===== src/rtl/seq_multiplier.sv =====
// Sequential shift-add multiplier: WIDTH partial-product steps per operation,
// unsigned or two's-complement operands, valid/ready on both sides, overflow flag.
module seq_multiplier #(
    parameter int WIDTH = 8
) (
    input  logic               clk,
    input  logic               rst,
    input  logic               in_valid,
    output logic               in_ready,
    input  logic [WIDTH-1:0]   a,
    input  logic [WIDTH-1:0]   b,
    input  logic               signed_mode,
    output logic               busy,
    output logic               out_valid,
    input  logic               out_ready,
    output logic [2*WIDTH-1:0] m,
    output logic               rout
);
    localparam int CW = $clog2(WIDTH + 1);
    localparam logic [CW-1:0] CNT_MAX = CW'(WIDTH);

    typedef enum logic [1:0] {IDLE, BUSY, DONE} state_t;

    state_t             state, state_nx;
    logic [CW-1:0]      cnt;
    logic [2*WIDTH-1:0] sh_a;
    logic [WIDTH-1:0]   sh_b;
    logic [2*WIDTH-1:0] acc;
    logic               neg;
    logic               smode;

    logic [WIDTH-1:0]   mag_a, mag_b;
    logic [2*WIDTH-1:0] res;
    logic [WIDTH:0]     hi;
    logic               rout_c;

    // -2^(W-1) negates to itself, which reads correctly as an unsigned magnitude
    always_comb begin
        mag_a = (signed_mode && a[WIDTH-1]) ? (~a + WIDTH'(1)) : a;
        mag_b = (signed_mode && b[WIDTH-1]) ? (~b + WIDTH'(1)) : b;
    end

    always_comb begin
        res    = neg ? (~acc + (2*WIDTH)'(1)) : acc;
        hi     = res[2*WIDTH-1:WIDTH-1];
        rout_c = smode ? !((&hi) || !(|hi)) : (|res[2*WIDTH-1:WIDTH]);
    end

    always_comb begin
        state_nx  = state;
        in_ready  = 1'b0;
        busy      = 1'b0;
        out_valid = 1'b0;
        case (state)
            IDLE: begin
                in_ready = 1'b1;
                if (in_valid) state_nx = BUSY;
            end
            BUSY: begin
                busy = 1'b1;
                if (cnt == CNT_MAX) state_nx = DONE;
            end
            DONE: begin
                out_valid = 1'b1;
                if (out_ready) state_nx = IDLE;
            end
            default: state_nx = IDLE;
        endcase
    end

    always_ff @(posedge clk or posedge rst) begin
        if (rst) begin
            state <= IDLE;
            cnt   <= '0;
            sh_a  <= '0;
            sh_b  <= '0;
            acc   <= '0;
            neg   <= 1'b0;
            smode <= 1'b0;
            m     <= '0;
            rout  <= 1'b0;
        end else begin
            state <= state_nx;
            case (state)
                IDLE: if (in_valid) begin
                    cnt   <= '0;
                    acc   <= '0;
                    sh_a  <= {{WIDTH{1'b0}}, mag_a};
                    sh_b  <= mag_b;
                    neg   <= signed_mode & (a[WIDTH-1] ^ b[WIDTH-1]);
                    smode <= signed_mode;
                end
                // fixed WIDTH steps; the extra cycle at cnt==WIDTH writes the result
                BUSY: if (cnt != CNT_MAX) begin
                    if (sh_b[0]) acc <= acc + sh_a;
                    sh_a <= sh_a << 1;
                    sh_b <= sh_b >> 1;
                    cnt  <= cnt + 1'b1;
                end else begin
                    m    <= res;
                    rout <= rout_c;
                end
                default: ;
            endcase
        end
    end
endmodule


===== config.mk =====
export PLATFORM = sky130hd
export DESIGN_NAME = seq_multiplier
export DESIGN_NICKNAME = d
export VERILOG_FILES = /design/src/rtl/seq_multiplier.sv
export SDC_FILE = /design/constraint.sdc
export NUM_CORES = 1
export LEC_CHECK = 0
export ABC_AREA = 1
export CAP_MARGIN = 40
export CORE_UTILIZATION = 46
export CTS_BUF_LIST = sky130_fd_sc_hd__clkbuf_4 sky130_fd_sc_hd__clkbuf_8 sky130_fd_sc_hd__clkbuf_16
export DETAILED_ROUTE_END_ITERATION = 10
export GPL_TIMING_DRIVEN = 1
export MAX_ROUTING_LAYER = met4
export PLACE_DENSITY = 0.67
export SYNTH_ARGS = -nofsm -noshare
export SYNTH_HDL_FRONTEND = slang
export SYNTH_SLANG_ARGS = --single-unit

===== constraint.sdc =====
create_clock -name clk -period 4 [get_ports clk]
set_clock_uncertainty 0.1 [all_clocks]
set_input_delay 0.8 -clock clk [delete_from_list [all_inputs] [get_ports clk]]
set_output_delay 0.8 -clock clk [all_outputs]
set_load 0.02 [all_outputs]

==> Yosys cells after proc, flatten, opt, wreduce, memory -nomap -nowiden <==
Cells that the tools add are included.
{ "totals": {"register_bits": 65, "romBits": 0, "latch_bits": 0, "mem_count": 0, "ramBits": 0, "input_bits": 21} }
{ "op_classes": {"muxes": 24, "eq_ne": 9, "n_bitwise": 6, "mul": 0, "shifts": 0, "n_addsub": 5, "magnitude_cmp": 0, "reduce_logical": 15, "div": 0} }
{ "ops": {"columns": ["cell", "count"], "rows": [
  ["2-to-1 mux 16 bit", 6],
  ["one-hot mux 16 bit (2 select lines)", 2],
  ["2-to-1 mux 8 bit", 4],
  ["adder 16 x 1 -> 16 bit (second input constant)", 1],
  ["adder 16 bit", 1],
  ["adder 8 x 1 -> 8 bit (second input constant)", 2],
  ["NOT 16 bit", 1],
  ["NOT 8 bit", 2],
  ["one-hot mux 8 bit (2 select lines)", 1],
  ["!= test 2 bit (second input constant)", 5],
  ["AND reduction 9 bit", 1],
  ["OR reduction 9 bit", 1],
  ["2-to-1 mux 4 bit", 2],
  ["one-hot mux 4 bit (2 select lines)", 1],
  ["OR reduction 8 bit", 1],
  ["2-to-1 mux 2 bit", 3],
  ["one-hot mux 2 bit (3 select lines)", 1],
  ["AND reduction 3 bit", 2],
  ["adder 4 x 1 -> 4 bit (second input constant)", 1],
  ["== test 4 bit (second input constant)", 1],
  ["2-to-1 mux 1 bit", 4],
  ["!= test 4 bit (second input constant)", 1],
  ["AND reduction 2 bit", 2],
  ["AND reduction 4 bit", 1],
  ["10 further kinds", 12]
]} }

==> Depth between registers and ports, before layout <==
Gate-level depths: netlist of run 1.
{ "depth": {"depth_word": 8, "depth_mapped": 15, "ltp_nobuf": 15} }

==> Least setup slack after synthesis of run 1 <==
No wires, ideal clock.
{ "synth_path": {"path_kind": "reg-to-reg", "from": "reg sh_a[0]", "to": "reg acc[10]", "arrival_ps": 1651, "stages_incl_launch_ff": 16, "path_slack_ps": 2121, "period_less_slack_ps": 1879, "cell_sequence": "dfrtp_1 -> ha_1 -> inv_1 -> fa_1 -> inv_1 -> nand3_1 -> nand2_1 -> nand2_1 -> nand2_1 -> nand2_1 -> nand2_1 -> nand2_1 -> nand2_1 -> a21oi_1 -> o21ai_1 -> o21ai_0"} }
{ "synth_via": {"elab_chain_cells": 4} }
{ "synth_rtl": {"columns": ["item", "line_no", "text"], "rows": [
  ["start: declaration", "26", "logic [2*WIDTH-1:0] sh_a;"],
  ["start signal: assignment", "88", "sh_a <= {{WIDTH{1'b0}}, mag_a};"],
  ["start signal: assignment", "96", "sh_a <= sh_a << 1;"],
  ["adder 16 bit", "95", "if (sh_b[0]) acc <= acc + sh_a;"],
  ["2-to-1 mux 16 bit", "95", null],
  ["2-to-1 mux 16 bit", "94", "BUSY: if (cnt != CNT_MAX) begin"],
  ["one-hot mux 16 bit (2 select lines)", "84", "case (state)"],
  ["end signal: assignment", "95", null],
  ["end: declaration", "28", "logic [2*WIDTH-1:0] acc;"]
]} }
No other way between the ends. The select of a mux whose other input is x is not followed.
A chain may end at the register's enable or synchronous reset.

==> Final worst setup path of run 1 <==
{ "layout_path": {"from": "reg state[1]", "to": "out busy"} }
{ "layout_via": {"elab_chain_cells": 2} }
{ "layout_rtl": {"columns": ["item", "line_no", "text"], "rows": [
  ["start: declaration", "24", "state_t state, state_nx;"],
  ["start signal: assignment", "83", "state <= state_nx;"],
  ["== test 2 x 1 -> 1 bit", "54", "case (state)"],
  ["2-to-1 mux 1 bit", "54", null],
  ["end: declaration", "13", "output logic busy,"]
]} }
No other way between the ends.

==> results of run 1 <==
==> Yosys cell counts, drive strengths merged <==
master / n / area [sq um]
o221ai: 1 / 8.760
xnor2: 1 / 8.760
o21ai: 79 / 395.4
nand4: 4 / 25.02
a31oi: 6 / 37.54
a21oi: 36 / 180.2
o22ai: 12 / 75.07
a211oi: 2 / 15.01
nor3: 3 / 15.01
dfrtp: 65 / 1627
nand3: 31 / 155.2
o21a: 1 / 7.510
inv: 73 / 276.5
o21bai: 2 / 15.01
o211ai: 2 / 15.01
xor2: 10 / 87.58
nor4: 1 / 6.260
o31ai: 4 / 30.03
buf: 8 / 45.04
nor2: 41 / 177.7
nand2: 144 / 545.5
nand3b: 1 / 7.510
fa: 1 / 20.02
and2: 1 / 6.260
ha: 20 / 250.2
or2: 2 / 12.51
clkbuf: 3 / 11.26
a32o: 1 / 10.01
clkinv: 1 / 3.750
==> worst register-to-register path: cells and delay by family (launching register included) <==
family                     cells  cell delay [ns]
DFF                            1             0.40
AOI/OAI and AO/OA              1             0.19
and+or+nand+nor                4             1.26
adders and majority gates      1             0.16
buffers and inverters          2             0.32
==> placed cells by master (no fill, tap or decap), types with 2 or more instances in the layout <==
master,instances
nand2_1,142
clkbuf_8,9
inv_1,67
dfrtp_1,65
o21bai_1,2
inv_2,5
clkbuf_4,2
buf_4,2
a31oi_1,6
o21ai_1,30
nor3_1,3
clkinv_2,2
clkdlybuf4s50_1,40
nand4_1,4
ha_1,20
o31ai_1,4
xor2_1,10
o21ai_0,49
nand3_1,31
o22ai_1,12
or2_2,2
a211oi_1,2
a21oi_1,36
o211ai_1,2
nand2_2,2
nor2_1,39
==> flip-flops by register name, summed over array words and instances (netlist names) <==
| signal | flops |
|---|---|
| neg | 1 |
| cnt | 4 |
| sh_b | 8 |
| state | 2 |
| sh_a | 16 |
| rout | 1 |
| acc | 16 |
| m | 16 |
| smode | 1 |
==> stage by stage <==
step	setup WS, ns	cells	hold WS, ns
after floorplan	1.474	556	0.3536
after global placement	1.513	692	0.3644
after detailed placement	1.459	693	0.3727
after CTS	1.305	709	0.3910
after global routing	1.119	709	0.4135
final	1.322	709	0.3853
==> how the worst max path moves through the flow <==
stage                                     from             endpoint  slack [ns]  cells after the start
after floorplan                            rst   acc[0]$_DFFE_PP0P_        1.47                      1
after global placement                in_valid  sh_a[1]$_DFFE_PP0P_        1.51                      7
after detailed placement    cnt[0]$_DFFE_PP0P_  acc[13]$_DFFE_PP0P_        1.46                      8
after CTS                 state[1]$_DFFE_PP0P_                 busy        1.31                      2
after global routing        cnt[0]$_DFFE_PP0P_  acc[10]$_DFFE_PP0P_        1.12                      8
final                     state[1]$_DFFE_PP0P_                 busy        1.32                      2
==> kinds of logic (layout without fill, tap and decap cells) <==
kind of cell    count (synthesis)  count (layout)  synth area share (%)
flops                          65              65                 39.96
buf+inv                        85             133                 8.269
xor+xnor                       11              11                 2.367
fa+ha+maj                      21              21                 6.640
simple gates                  228             228                 23.36
compound gates                146             146                 19.40
==> metal layers <==
layer	vias to the layer above	wire length (um)	GRT usage, %
li1	1941	-	-
met1	1695	4600	30.52
met2	72	4432	39.60
met3	4	335	5.371
met4	0	67	4.975
met5	-	0	-
==> cell type report <==
| type | count | share of cell area, % |
|---|---|---|
| clock buffers | 11 | 2.908 |
| multi-input cells | 406 | 44.12 |
| flip-flops and latches | 65 | 34.06 |
| clock inverters | 5 | 1.179 |
| repair buffers | 43 | 9.117 |
| well taps | 105 | 2.751 |
| inverters | 74 | 5.868 |
==> power by group through the flow <==
stage                     sequential (uW)  combinational, uW  clock (uW)
after detailed placement             1230               2330           0
after CTS                            1220               2340         572
final                                1220               2340         557
after floorplan                      1230               1700           0
after global placement               1230               2290           0
after global routing                 1270               2710         601
==> parameters.txt, run 1 <==
Parameter                              Value

Run status
  Result of the run ... complete, no violations

Timing
  RSZ-0062 raised after global routing ... false
  Final setup fails ... 0
  Hold Fails Final Rpt ... 0
  Ratio of final minimum period to clock period ... 66.95%
  Fmax ... 373.4 MHz
  Max-slew violation count ... 0
  Slew @ Worst Pin ... 0.7365 ns
  Period minus WS final ... 2.678 ns
  Setup total negative slack ... 0 ns
  Relative slew slack ... 50.78%

Floorplanning
  IO Count ... 41
  DIE WIDTH ... 96.07 um
  Number of cell rows ... 33
  Overall die area ... 0.009228 sq mm
  Die extent in y ... 96.07 um
  Initial core utilization ... 48.56%
  Placeable core region ... 0.008382 sq mm

Yosys
  Mean Syn Cell Area ... 7.320 sq um
  Synth Warn # ... 0
  Number of storage elements in the synthesis netlist ... 65
  Number of distinct standard cells referenced by the synthesized netlist ... 36
  Sequential area share after synthesis ... 39.96%
  Cell area after technology mapping ... 0.004070 sq mm
  Synthesized net count ... 598
  Count of mapped cells out of synthesis ... 556

Cells and area
  Storage cell area ... 0.001627 sq mm
  Finished layout cell area ... 0.004776 sq mm
  Total number of nets in the final design ... 641
  Layout Area Growth over Synthesis ... 17.34%
  FILL cells ... 803
  Final antenna diode count ... 0
  Layout cell share with drive strength beyond 1 ... 5.132%
  Final core utilization ... 56.98%
  Combined area of the multi-input logic cells ... 0.002107 sq mm

Flow run
  Max-cap viol count ... 0

Min path
  Endpoint, Worst Hold ... m[5]$_DFFE_PP0P_
  Worst hold path cell count ... 2
  Worst hold start ... m[5]$_DFFE_PP0P_
  Path category of the worst min-delay check ... reg -> reg

Global routing
  Global-route wire length before repair ... 16330 um
  Maximum number of pins on one net before global-route repair ... 28
  Total congestion overflow ... 0
  Overall global routing resource usage ... 24.10%
  Vias in the first global route ... 3576
  Antenna violations before repair ... 0

Power
  NetSw ... 2002 uW
  Maximum resistive drop on vdd ... 0.0003912 V
  Share of power burned in the clock network ... 13.5%
  Fraction of power consumed by sequential logic ... 29.7%
  Proportion of total power due to net switching ... 48.58%
  Pwr dens ... 862.9 mW/mm^2
  Fraction of power consumed by combinational cells ... 56.8%
  Internal power of the cells ... 2119 uW
  Leakage power ... 0.002349 uW
  Power Total ... 4121 uW

Clock network
  Post-CTS Resized ... 0
  H-Tree Level Count ... 3
  Number of clock sinks ... 65
  Number of buffers on the longest clock path ... 2
  Clk root buf ... clkbuf_8
  Clock input transition at the sequential cells of the worst setup and hold paths ... 0.07 ns
  TritonCTS clock tree ... built
  Later-pin clock latency in the skew report ... 0.34 ns
  Cts bufs inserted ... 9
  Buffers inserted during post-CTS setup optimization ... 0
  Number of buffers added to fix hold violations after cts ... 0

Placement
  Post-Place Cell Area ... 0.004581 sq mm
  Detailed placer's ending HPWL ... 7536 um
  Routability congestion estimate ... 0.8813
  Quantity of I/O buffers inserted on ports ... 40

Worst setup path
  Crit Path Category ... reg -> out
  Delay of the slowest critical-path stage ... 0.67 ns
  R2R depth ... 8
  Buf+Inv Stages, Crit Path ... 1
  CP max stage cell ... clkdlybuf4s50_1
  Worst Path Max Fanout ... 18
  Category of the worst setup path capture point ... output port
  Worst reg2reg path endpoint ... acc[10]$_DFFE_PP0P_
  Cell class contributing the biggest share of worst-path delay ... buffers and inverters
  Critical path arrival ... 1.78 ns
  Kind of launch point of the worst setup path ... register
  Cell Chain, Critical Path ... nor2_8 -> clkdlybuf4s50_1
  Required time of the critical path ... 3.10 ns
  Worst setup slack for register-to-register paths ... 1.49 ns
  Worst flop-to-flop path startpoint ... cnt[0]$_DFFE_PP0P_

Detailed routing
  TritonRoute pass-1 iters ... 5
  Violation count after the first detailed-route iteration ... 173
  Via density per instance ... 5.236
  Count of vias placed by the detailed router ... 3712
  Final Routed Wirelength ... 9435 um
  Remaining number of nets flagged by the antenna check after routing ... 0
  Post-route DRC ... 0
  Average wire per standard cell ... 13.31 um
Note: power is estimated with default switching activity, not from simulation.
==> run 2: changes to the inputs <==
==> constraint.sdc (replaced) <==
create_clock -name clk -period 2.79 [get_ports clk]
set_clock_uncertainty 0.1 [all_clocks]
set_input_delay 0.558 -clock clk [delete_from_list [all_inputs] [get_ports clk]]
set_output_delay 0.558 -clock clk [all_outputs]
set_load 0.02 [all_outputs]
==> run 2 against run 1 <==
Effect of this change: sequential share of layout area rose by 0.15 points; non-clock buffer count grew 1; total power increased by 42%; count of clock-buffer cells in the layout fell by 2; core utilization down 0.25 points; setup slack got worse by 0.98 ns; hold slack worse by 0.0027 ns; die area is the same; flip-flop and latch count stayed put; global-route usage is 0.099 points lower; via count is 1.6% higher; largest cell class unchanged; largest power group unchanged.
==> parameters.txt, run 2 (same netlist as run 1, synthesis figures left out) <==
Parameter                              Value

Run status
  Result of the run ... complete, no violations

Flow run
  Max-cap viol count ... 0

Placement
  Post-Place Cell Area ... 0.004576 sq mm
  Detailed placer's ending HPWL ... 7547 um
  Routability congestion estimate ... 0.8936
  Quantity of I/O buffers inserted on ports ... 40

Cells and area
  Most frequent cells in the layout ... nand2_1, inv_1, dfrtp_1
  Registers with the most flip-flops ... acc: 16 flops, m: 16 flops, sh_a: 16 flops
  Layout cell share with drive strength beyond 1 ... 5.289%
  Leading cell type in the layout, fill and taps excluded ... nand2_1
  Total number of nets in the final design ... 642
  Finished layout cell area ... 0.004755 sq mm
  Final antenna diode count ... 0
  Layout Area Growth over Synthesis ... 16.82%

Global routing
  Overall global routing resource usage ... 24.00%
  Global-route wire length before repair ... 16360 um
  Antenna violations before repair ... 0
  Total congestion overflow ... 0
  Maximum number of pins on one net before global-route repair ... 28
  Vias in the first global route ... 3590

Timing
  Slew @ Worst Pin ... 0.5385 ns
  Max-slew violation count ... 0
  Final setup fails ... 0
  Fmax ... 408.0 MHz
  Hold Fails Final Rpt ... 0
  Period minus WS final ... 2.451 ns
  RSZ-0062 raised after global routing ... false
  Worst hold slack ... 0.3826 ns
  Ratio of final minimum period to clock period ... 87.84%
  Setup total negative slack ... 0 ns
  Relative slew slack ... 64.05%

Clock network
  TritonCTS clock tree ... built
  Buffers inserted during post-CTS setup optimization ... 0
  Number of clock sinks ... 65
  Number of buffers on the longest clock path ... 2
  Later-pin clock latency in the skew report ... 0.35 ns
  Clock input transition at the sequential cells of the worst setup and hold paths ... 0.08 ns
  Clk root buf ... clkbuf_8
  Number of buffers added to fix hold violations after cts ... 0
  H-Tree Level Count ... 3
  Cts bufs inserted ... 9
  Post-CTS Resized ... 0

Detailed routing
  Count of vias placed by the detailed router ... 3773
  Remaining number of nets flagged by the antenna check after routing ... 0
  Violation count after the first detailed-route iteration ... 159
  Via density per instance ... 5.314
  Post-route DRC ... 0
  Average wire per standard cell ... 13.45 um
  TritonRoute pass-1 iters ... 4
  Final Routed Wirelength ... 9549 um

Worst setup path
  Category of the worst setup path capture point ... output port
  Critical path arrival ... 1.79 ns
  Crit Path Category ... reg -> out
  Kind of launch point of the worst setup path ... register
  Delay of the slowest critical-path stage ... 0.67 ns
  Cell Chain, Critical Path ... nor2_8 -> clkdlybuf4s50_1
  CP max stage cell ... clkdlybuf4s50_1
  Required time of the critical path ... 2.13 ns
  Worst Path Max Fanout ... 18

Floorplanning
  Initial core utilization ... 48.56%
  Die extent in y ... 96.07 um
  Number of cell rows ... 33
  IO Count ... 41
  Placeable core region ... 0.008382 sq mm
  DIE WIDTH ... 96.07 um
  Overall die area ... 0.009228 sq mm

Power
  Proportion of total power due to net switching ... 49.71%
  Maximum resistive drop on vdd ... 0.0004817 V
  Leakage power ... 0.002334 uW
  Fraction of power consumed by combinational cells ... 57.5%
  Internal power of the cells ... 2943 uW
  NetSw ... 2909 uW
  Fraction of power consumed by sequential logic ... 30.0%
  Pwr dens ... 1231 mW/mm^2
  Share of power burned in the clock network ... 12.5%

Min path
  Path category of the worst min-delay check ... reg -> reg
[run 2: cell types whose count changed in the layout (fill, tap and decap cells not counted), sizes merged]
cell      delta
clkinvlp     +1
buf          +1
clkbuf       -2
clkinv       +1
inv          +1
bufinv       -1
[run 2: worst paths after layout]
path	from	to	slack, ns	cells past startpoint
worst max register to register	cnt[0]$_DFFE_PP0P_	sh_b[1]$_DFFE_PP0P_	0.49	11
worst min-delay path	rout$_DFFE_PP0P_	rout$_DFFE_PP0P_	0.38	2
worst min register to register	rout$_DFFE_PP0P_	rout$_DFFE_PP0P_	0.38	2
worst max-delay path	state[1]$_DFFE_PP0P_	busy	0.34	2
min in group asynchronous	rst	state[1]$_DFFE_PP0P_	0.47	2
max in group asynchronous	rst	sh_b[3]$_DFFE_PP0P_	1.41	3
[run 2: worst max-delay path, delay by kind of cell, from the launching register on]
family                 cells  cell delay (ns)
DFF                        1             0.46
buffers and inverters      1             0.67
and+or+nand+nor            1             0.31
[run 2: final cells by class]
class / instances / area (sq um)
Clock buffer: 9 / 123.9
Clock inverter: 7 / 55.05
Fill cell: 824 / 3627
Inverter: 74 / 280.3
Multi-Input combinational cell: 406 / 2107
Sequential cell: 65 / 1627
Tap cell: 105 / 131.4
Timing Repair Buffer: 44 / 430.4
[run 2: per-layer routing]
metal	GRT usage [%]	up-vias	part of all wire (%)
met5	-	-	0
met4	9.826	0	2.0
met3	3.239	18	4.4
met2	37.06	86	46
met1	31.76	1727	48
li1	-	1942	-
[run 2: power by group through the flow]
| stage | registers (uW) | logic [uW] | clock network [uW] |
|---|---|---|---|
| 2_1_floorplan | 1770 | 2440 | 0 |
| 3_3_place_gp | 1760 | 3300 | 0 |
| 3_5_place_dp | 1770 | 3360 | 0 |
| 4_1_cts | 1750 | 3380 | 753 |
| 5_1_grt | 1820 | 3860 | 801 |
| 6_report | 1760 | 3370 | 730 |
[run 2: through the flow]
stage               util (%)  std cells  power (uW)  setup slack [ns]
detailed placement     54.59        694        5133            0.5168
finish                 56.72        710        5851            0.3393
floorplan                  -        556        4204            0.5055
global route           56.72        710        6478            0.2695
CTS                    56.72        710        5889            0.3219
global placement       54.59        694        5061            0.5730
==> run 3: changes to the inputs <==
--- a/config.mk
+++ b/config.mk
@@ -12,7 +12,7 @@
 export DETAILED_ROUTE_END_ITERATION = 10
 export GPL_TIMING_DRIVEN = 1
 export MAX_ROUTING_LAYER = met4
-export PLACE_DENSITY = 0.67
+export PLACE_DENSITY_LB_ADDON = 0.1
 export SYNTH_ARGS = -nofsm -noshare
 export SYNTH_HDL_FRONTEND = slang
 export SYNTH_SLANG_ARGS = --single-unit
==> run 3 against run 2 <==
Effect of this change: cell count unchanged; highest routed layer unchanged; hold slack worse by 0.00056 ns; setup slack improved by 0.0076 ns; largest power group unchanged; register-to-register slack better by 0.04 ns.
==> parameters.txt, run 3 (same netlist as run 1, synthesis figures left out) <==
Parameter                              Value

Run status
  Result of the run ... complete, no violations

Cells and area
  Registers with the most flip-flops ... acc: 16 flops, m: 16 flops, sh_a: 16 flops
  FILL cells ... 816
  Total number of nets in the final design ... 642
  Leading cell type in the layout, fill and taps excluded ... nand2_1
  Layout Area Growth over Synthesis ... 17.09%
  Final antenna diode count ... 0
  Layout cell share with drive strength beyond 1 ... 5.289%
  Combined area of the multi-input logic cells ... 0.002107 sq mm
  Most frequent cells in the layout ... nand2_1, inv_1, dfrtp_1
  Storage cell area ... 0.001627 sq mm

Worst setup path
  Cell Chain, Critical Path ... nor2_8 -> clkdlybuf4s50_1
  Worst flop-to-flop path startpoint ... acc[2]$_DFFE_PP0P_
  Worst setup slack for register-to-register paths ... 0.53 ns
  CP max stage cell ... clkdlybuf4s50_1
  Cell class contributing the biggest share of worst-path delay ... buffers and inverters
  Required time of the critical path ... 2.13 ns
  Instance count on the critical path ... 2
  Buf+Inv Stages, Crit Path ... 1
  Worst Path Max Fanout ... 18
  Capture point of the worst path ... busy
  R2R depth ... 10
  Timing startpoint of the critical path ... state[1]$_DFFE_PP0P_
  Delay of the slowest critical-path stage ... 0.67 ns
  Kind of launch point of the worst setup path ... register
  Category of the worst setup path capture point ... output port
  Worst reg2reg path endpoint ... acc[15]$_DFFE_PP0P_
  Crit Path Category ... reg -> out
  Critical path arrival ... 1.79 ns

Power
  Share of power burned in the clock network ... 12.4%
  Internal power of the cells ... 2952 uW
  Pwr dens ... 1226 mW/mm^2
  Fraction of power consumed by combinational cells ... 57.4%
  Proportion of total power due to net switching ... 49.48%
  Power Total ... 5843 uW
  Maximum resistive drop on vdd ... 0.0007538 V
  NetSw ... 2891 uW
  Leakage power ... 0.002335 uW
  Fraction of power consumed by sequential logic ... 30.1%

Clock network
  Later-pin clock latency in the skew report ... 0.34 ns
  Post-CTS Resized ... 0
  Number of clock sinks ... 65
  Number of buffers added to fix hold violations after cts ... 0
  Number of buffers on the longest clock path ... 2
  TritonCTS clock tree ... built
  Buffers inserted during post-CTS setup optimization ... 0
  H-Tree Level Count ... 3
  Clk root buf ... clkbuf_8
  Clock input transition at the sequential cells of the worst setup and hold paths ... 0.09 ns
  Cts bufs inserted ... 9

Placement
  Detailed placer's ending HPWL ... 7281 um
  Routability congestion estimate ... 0.9079
  Quantity of I/O buffers inserted on ports ... 40

Detailed routing
  Remaining number of nets flagged by the antenna check after routing ... 0
  Average wire per standard cell ... 13.33 um
  Count of vias placed by the detailed router ... 3713
  Violation count after the first detailed-route iteration ... 145
  Final Routed Wirelength ... 9467 um
  Via density per instance ... 5.230
  Post-route DRC ... 0
  TritonRoute pass-1 iters ... 4

Floorplanning
  Placeable core region ... 0.008382 sq mm
  Overall die area ... 0.009228 sq mm
  DIE WIDTH ... 96.07 um
  Number of cell rows ... 33
  Initial core utilization ... 48.56%
  IO Count ... 41
  Die extent in y ... 96.07 um

Timing
  Period minus WS final ... 2.443 ns
  Final setup fails ... 0
  Ratio of final minimum period to clock period ... 87.57%
  Max-slew violation count ... 0
  Hold Fails Final Rpt ... 0
  Fmax ... 409.3 MHz
  Slew @ Worst Pin ... 0.5751 ns
  RSZ-0062 raised after global routing ... false
  Relative slew slack ... 61.66%
  Setup total negative slack ... 0 ns

Global routing
  Overall global routing resource usage ... 23.90%
  Antenna violations before repair ... 0
  Global-route wire length before repair ... 16430 um
  Maximum number of pins on one net before global-route repair ... 66
  Vias in the first global route ... 3526
  Total congestion overflow ... 0

Min path
  Path category of the worst min-delay check ... reg -> reg

Flow run
  Max-cap viol count ... 0
==> run 3: cell types whose count changed in the layout (fill, tap and decap cells not counted) <==
cell | previous run | this run
buf_4 | 4 | 3
inv_6 | 1 | 2
buf_12 | 0 | 1
clkinvlp_4 | 2 | 3
clkinv_4 | 3 | 1
==> run 3: worst min path at each step <==
stage | startpoint | to | slack, ns | cells past startpoint
3_5_place_dp | m[2]$_DFFE_PP0P_ | m[2]$_DFFE_PP0P_ | 0.36 | 2
3_3_place_gp | m[2]$_DFFE_PP0P_ | m[2]$_DFFE_PP0P_ | 0.36 | 2
6_report | m[2]$_DFFE_PP0P_ | m[2]$_DFFE_PP0P_ | 0.38 | 2
4_1_cts | m[2]$_DFFE_PP0P_ | m[2]$_DFFE_PP0P_ | 0.39 | 2
2_1_floorplan | sh_b[4]$_DFFE_PP0P_ | sh_b[4]$_DFFE_PP0P_ | 0.35 | 2
5_1_grt | rout$_DFFE_PP0P_ | rout$_DFFE_PP0P_ | 0.41 | 2
==> run 3: routing by layer <==
| layer | track usage [%] | wire length [um] |
|---|---|---|
| met3 | 3.081 | 322 |
| met1 | 33.02 | 4904 |
| met5 | - | 0 |
| met4 | 8.209 | 133 |
| met2 | 36.11 | 4107 |
==> run 3: stage by stage <==
stage | worst slack (ns) | area, sq um | util, % | hold slack (ns) | std cells
final | 0.3469 | 4766 | 56.86 | 0.3820 | 710
after global routing | 0.2877 | 4766 | 56.86 | 0.4072 | 710
after CTS | 0.3210 | 4766 | 56.86 | 0.3881 | 710
after detailed placement | 0.5485 | 4588 | 54.74 | 0.3646 | 694
after global placement | 0.5870 | 4588 | 54.74 | 0.3642 | 694
after floorplan | 0.5055 | 4070 | - | 0.3536 | 556
==> run 3: final cells by class <==
cell class              count  share of cell area [%]
inverters                  74                   5.881
well taps                 105                   2.757
flip-flops and latches     65                   34.13
multi-input cells         406                   44.21
clock buffers               9                   2.599
repair buffers             44                   9.294
clock inverters             7                   1.129
==> run 3: worst reg2reg max path: stages, from the launching register on <==
cell and delay (ns):
dfrtp_1 0.46, ha_1 0.38, nand2_1 0.08, o21ai_1 0.25, a21oi_1 0.16, o21ai_1 0.31, nand3_1 0.15, nand2_1 0.09
nand2_1 0.05, nand3_1 0.06, nand2_1 0.05
==> run 3: power groups by stage <==
stage / clock [uW] / combinational [uW] / sequential, uW
2_1_floorplan: 0 / 2440 / 1770
3_3_place_gp: 0 / 3310 / 1760
3_5_place_dp: 0 / 3360 / 1770
4_1_cts: 759 / 3370 / 1760
5_1_grt: 794 / 3900 / 1820
6_report: 727 / 3350 / 1760
